===== config.mk =====
export PLATFORM = sky130hd
export DESIGN_NAME = pwm_peripheral
export DESIGN_NICKNAME = d
export VERILOG_FILES = /design/src/rtl/pwm_pkg.sv /design/src/rtl/pwm_prescaler.sv /design/src/rtl/pwm_peripheral.sv
export SDC_FILE = /design/constraint.sdc
export NUM_CORES = 1
export LEC_CHECK = 0
export BUFFER_PORTS_ARGS = -buffer_cell sky130_fd_sc_hd__buf_2
export CAP_MARGIN = 25
export CORE_MARGIN = 2
export CORE_UTILIZATION = 44
export DETAILED_ROUTE_END_ITERATION = 10
export PLACE_DENSITY = 0.75
export RECOVER_POWER = 100
export SYNTH_ARGS = -nofsm -noshare
export SYNTH_HDL_FRONTEND = slang
export SYNTH_SLANG_ARGS = --single-unit

===== constraint.sdc =====
create_clock -name clk -period 1.7 [get_ports clk]
set_clock_uncertainty 0.1 [all_clocks]
set_input_delay 0.085 -clock clk [delete_from_list [all_inputs] [get_ports clk]]
set_output_delay 0.085 -clock clk [all_outputs]
set_load 0.01 [all_outputs]

===== src/rtl/pwm_pkg.sv =====
// Shared constants for the PWM peripheral and the per-pin drive rule.
// Pure declarations; no timing or flow control of its own.
package pwm_pkg;

  localparam int PWM_CNT_W = 8;
  localparam logic [PWM_CNT_W-1:0] DUTY_FULL = 8'hFF;
  localparam int unsigned PWM_CLK_DIV_DEFAULT = 13;
  localparam int N_PINS = 16;

  // Disabled pins are forced low regardless of mode.
  function automatic logic pin_drive(input logic en, input logic pm, input logic pwm);
    return en & (pm ? pwm : 1'b1);
  endfunction

endpackage


===== src/rtl/pwm_prescaler.sv =====
// Free-running divider: tick is high for one clk every CLK_DIV clk cycles.
// Latency: tick is combinational from the counter; no backpressure (free-running).
module pwm_prescaler #(
  parameter int unsigned CLK_DIV = 13
) (
  input  logic clk,
  input  logic rst_n,
  output logic tick
);

  localparam int DIV_W = (CLK_DIV > 1) ? $clog2(CLK_DIV) : 1;
  localparam logic [DIV_W-1:0] DIV_LAST = DIV_W'(CLK_DIV - 1);

  logic [DIV_W-1:0] div_cnt_q;
  logic [DIV_W-1:0] div_cnt_d;

  // With CLK_DIV=1 DIV_LAST is 0, so the counter holds at 0 and tick stays high.
  always_comb begin
    tick      = (div_cnt_q == DIV_LAST);
    div_cnt_d = tick ? '0 : div_cnt_q + DIV_W'(1);
  end

  always_ff @(posedge clk or negedge rst_n) begin
    if (!rst_n) begin
      div_cnt_q <= '0;
    end else begin
      div_cnt_q <= div_cnt_d;
    end
  end

endmodule


===== src/rtl/pwm_peripheral.sv =====
// 16-pin output stage: each pin low, static high, or a shared PWM with duty shadowed per period.
// Latency: out registered, 1 clk after inputs; no backpressure (free-running).
module pwm_peripheral
  import pwm_pkg::*;
#(
  parameter int unsigned CLK_DIV = PWM_CLK_DIV_DEFAULT
) (
  input  logic        clk,
  input  logic        rst_n,
  input  logic [7:0]  en_reg_out_7_0,
  input  logic [7:0]  en_reg_out_15_8,
  input  logic [7:0]  en_reg_pwm_7_0,
  input  logic [7:0]  en_reg_pwm_15_8,
  input  logic [7:0]  pwm_duty_cycle,
  output logic [15:0] out,
  output logic        period_start
);

  logic                 tick;
  logic                 boundary;
  logic                 pwm_sig;
  logic [N_PINS-1:0]    en;
  logic [N_PINS-1:0]    pm;
  logic [PWM_CNT_W-1:0] pwm_cnt_q, pwm_cnt_d;
  logic [PWM_CNT_W-1:0] duty_shadow_q, duty_shadow_d;
  logic [N_PINS-1:0]    out_q, out_d;
  logic                 period_start_q, period_start_d;

  pwm_prescaler #(.CLK_DIV(CLK_DIV)) u_prescaler (
    .clk   (clk),
    .rst_n (rst_n),
    .tick  (tick)
  );

  always_comb begin
    en       = {en_reg_out_15_8, en_reg_out_7_0};
    pm       = {en_reg_pwm_15_8, en_reg_pwm_7_0};
    boundary = tick && (pwm_cnt_q == '1);
    // Full scale is special-cased so duty 0xFF has no low step at count 255.
    pwm_sig  = (duty_shadow_q == DUTY_FULL) || (pwm_cnt_q < duty_shadow_q);

    pwm_cnt_d      = tick ? pwm_cnt_q + PWM_CNT_W'(1) : pwm_cnt_q;
    duty_shadow_d  = boundary ? pwm_duty_cycle : duty_shadow_q;
    period_start_d = boundary;

    out_d = '0;
    for (int i = 0; i < N_PINS; i++) begin
      out_d[i] = pin_drive(en[i], pm[i], pwm_sig);
    end
  end

  always_ff @(posedge clk or negedge rst_n) begin
    if (!rst_n) begin
      pwm_cnt_q      <= '0;
      duty_shadow_q  <= '0;
      out_q          <= '0;
      period_start_q <= 1'b0;
    end else begin
      pwm_cnt_q      <= pwm_cnt_d;
      duty_shadow_q  <= duty_shadow_d;
      out_q          <= out_d;
      period_start_q <= period_start_d;
    end
  end

  assign out          = out_q;
  assign period_start = period_start_q;

endmodule


==> flow_summary.json <==
{
  "routedWlPerCell_um": 17.8,
  "num_vias": 1550,
  "critical_path_class": "flip-flop to flip-flop",
  "cts.sinks": 37,
  "critical_path.startpoint": "pwm_cnt_q[5]",
  "synth_simple_gate_area_frac": 0.0956,
  "regArea_um2": 926,
  "placed_area_mm2": 0.00221,
  "synth-compound-area-share": 0.151,
  "hp-class": "input port to flip-flop",
  "place_congestion": 0.871,
  "fin_nets": 311,
  "route.detailed.drc": 0,
  "finalSetupViolations": 26,
  "ios": 59,
  "worst_pin_slew_ps": 909,
  "dp_hpwl_um": 2670,
  "p_leak_nw": 1.35,
  "die_h_um": 65.9,
  "cts_tree": "yes",
  "p_total_mw": 1.87,
  "syn_nets": 178,
  "drtIter0Drc": 49,
  "synth_seq_area_share": 0.549,
  "grt_max_degree": 38,
  "wirelength_um": 5470,
  "syn_to_final_growth_pct": 67.8,
  "fin_crit_sh": 1.12,
  "worstSetupStartpointType": "flip-flop",
  "r2r_cells": 7,
  "ant_nets": 0,
  "worstSetupEndpoint": "out[4]",
  "die_x_um": 65.9,
  "hold_viol_final": 0,
  "netlist_instances": 126,
  "root_buffer": "clkbuf_8",
  "ir_drop_uv": 512,
  "synthFlopType": "dfrtp_1",
  "slew_viol_final": 0,
  "synthTopCellsByArea": "dfrtp_1, ha_1, a21boi_2",
  "max_freq_mhz": 525,
  "final_layout_size_suffix_gt1_frac": 0.412,
  "reg2reg_to": "out[4]",
  "finish.utilization": 0.774,
  "synth-edff-count": 0,
  "violations": "negative setup slack",
  "status": "finished with violations",
  "path_clk_slew_ps": 80,
  "port_buffers": 58,
  "grt_use_total": 0.266,
  "die_area_mm2": 0.00435,
  "antenna_cells": 0,
  "critical-path-max-stage-delay_ps": 410,
  "rsz0062_at_grt": "true",
  "syn-mean-instance-area_um2": 13.4,
  "worstPathCellList": "ha_1, a41o_1, a21oi_2, o32ai_4, buf_6, buf_4, a21boi_2",
  "maxCapViolations": 0,
  "grt_pass1_wl_um": 8360,
  "multi_input_area_um2": 791,
  "power_density_mw_per_mm2": 659,
  "rr_startpoint": "pwm_cnt_q[5]",
  "clock_latency_ps": 290,
  "grt_pass1_vias": 1698,
  "cp_max_fo": 5,
  "fin_ws_ps": -205,
  "crit_slowest_cell": "dfrtp_1",
  "async_flop_share": 1.00,
  "fillers": 215,
  "cts.path.max_buffers": 2,
  "placed_cells": 253,
  "synth_mux_area_frac": 0.0534,
  "synth.distinct_cells": 28,
  "initial_utilization": 0.461,
  "period_needed_ps": 1900,
  "synth_top_family_by_area": "compound AO/OA/AOI/OAI gates",
  "yosysWarnings": 0,
  "synth_seq_cells": 37,
  "maxSlewHeadroom": 0.394,
  "viasPerCell": 5.03,
  "fin_area_mm2": 0.00283,
  "core-area_mm2": 0.00366,
  "antenna_found_initial": 0,
  "gr-total-overflow": 0,
  "synthAdderAreaFrac": 0.0741,
  "netlist.area_leader.share": 0.549,
  "worstPathRequired_ps": 1810,
  "drtPass1Iterations": 4,
  "instances_no_fill": 308,
  "cts_buffers": 5,
  "worstPathArrival_ps": 2020,
  "cts-htree-levels": 2,
  "worstSetupEndpointType": "flip-flop",
  "r2r_setup_slack_ps": -200,
  "synth-xor-area-share": 0.0415,
  "synth.cell_area_mm2": 0.00169,
  "yosys.area.top_type": "dfrtp_1",
  "num_rows": 22
}
cell usage in the layout, fill, tap and decap left out, types with 7 or more instances in the layout:
cell type,synthesis,layout
ha_1,10,8
clkbuf_1,0,19
dlygate4sd3_1,0,41
buf_2,0,42
xnor2_1,7,7
nand2_1,8,8
dfrtp_1,37,37
mux2_4,0,8
a21boi_2,10,10
inv_1,10,7
buf_4,0,20
area by class of cell:
type	count	share of cell area
multi-input cells	78	0.279
inverters	10	0.0133
clock buffers	5	0.0243
flip-flops and latches	37	0.327
clock inverters	3	0.0155
repair buffers	127	0.320
well taps	48	0.0212
kinds of logic (layout without fill, tap and decap cells):
| kind of cell | count (synthesis) | count (layout) |
|---|---|---|
| DFF | 37 | 37 |
| AOI/OAI and AO/OA | 26 | 26 |
| and+or+nand+nor | 25 | 26 |
| muxes | 8 | 8 |
| xor gates and xnor gates | 8 | 8 |
| buffers and inverters | 12 | 145 |
| adders and majority gates | 10 | 10 |
state kept, by name (all words and copies together), names as in the netlist:
register,flops
out,16
duty_shadow_q,8
pwm_cnt_q,8
u_prescaler.div_cnt_q,4
period_start,1
report_power, final:
group          switching [mW]  internal (mW)
logic                  0.0792          0.118
registers             0.00765          0.899
clock network           0.325          0.439
total                   0.412           1.46
worst min-delay path by stage:
stage	startpoint	end	slack [ps]	cells past startpoint
after floorplan	rst_n	duty_shadow_q[0]	-310	0
after global placement	rst_n	duty_shadow_q[0]	50	2
after detailed placement	rst_n	pwm_cnt_q[7]	60	2
after CTS	en_reg_out_7_0[2]	out[2]	-50	2
after global routing	en_reg_pwm_15_8[1]	out[9]	400	3
final	en_reg_pwm_7_0[7]	out[7]	400	3
Yosys cell counts, types with 2 or more instances:
cell type	count
a21boi_2	10
inv_1	10
a21oi_1	2
dfrtp_1	37
a21boi_0	6
mux2_2	8
xnor2_1	7
ha_1	10
buf_6	2
nor2_1	5
nand2_1	8
nand4_1	5
metrics by stage:
stage | setup TNS [ps] | hold slack [ps] | worst slack [ps]
2_1_floorplan | -1660 | -311 | -92.3
3_3_place_gp | -1030 | 46.5 | -95.1
3_5_place_dp | -2190 | 60.6 | -140
4_1_cts | -1590 | -47.9 | -128
5_1_grt | -5870 | 399 | -264
6_report | -3550 | 396 | -205
timing repair:
item                       CTS  global route
pin swaps                    4             3
setup endpoints to repair   25            26
resized for setup           16             6
hold buffers                40             1
cloned                       1             1
buffers inserted             2             2
hold endpoints to repair    61             1
layer usage:
layer / GRT usage / share of wire
met1: 0.289 / 0.37
met2: 0.505 / 0.54
met3: 0.0716 / 0.071
met4: 0.0689 / 0.017
met5: 0 / 0
worst max-delay path: cells and delay by family, from the launching register on:
family / cells / cell delay (ps)
adders and majority gates: 1 / 310
DFF: 1 / 410
buffers and inverters: 2 / 300
AOI/OAI and AO/OA: 4 / 710
Note: power is estimated with default switching activity, not from simulation.
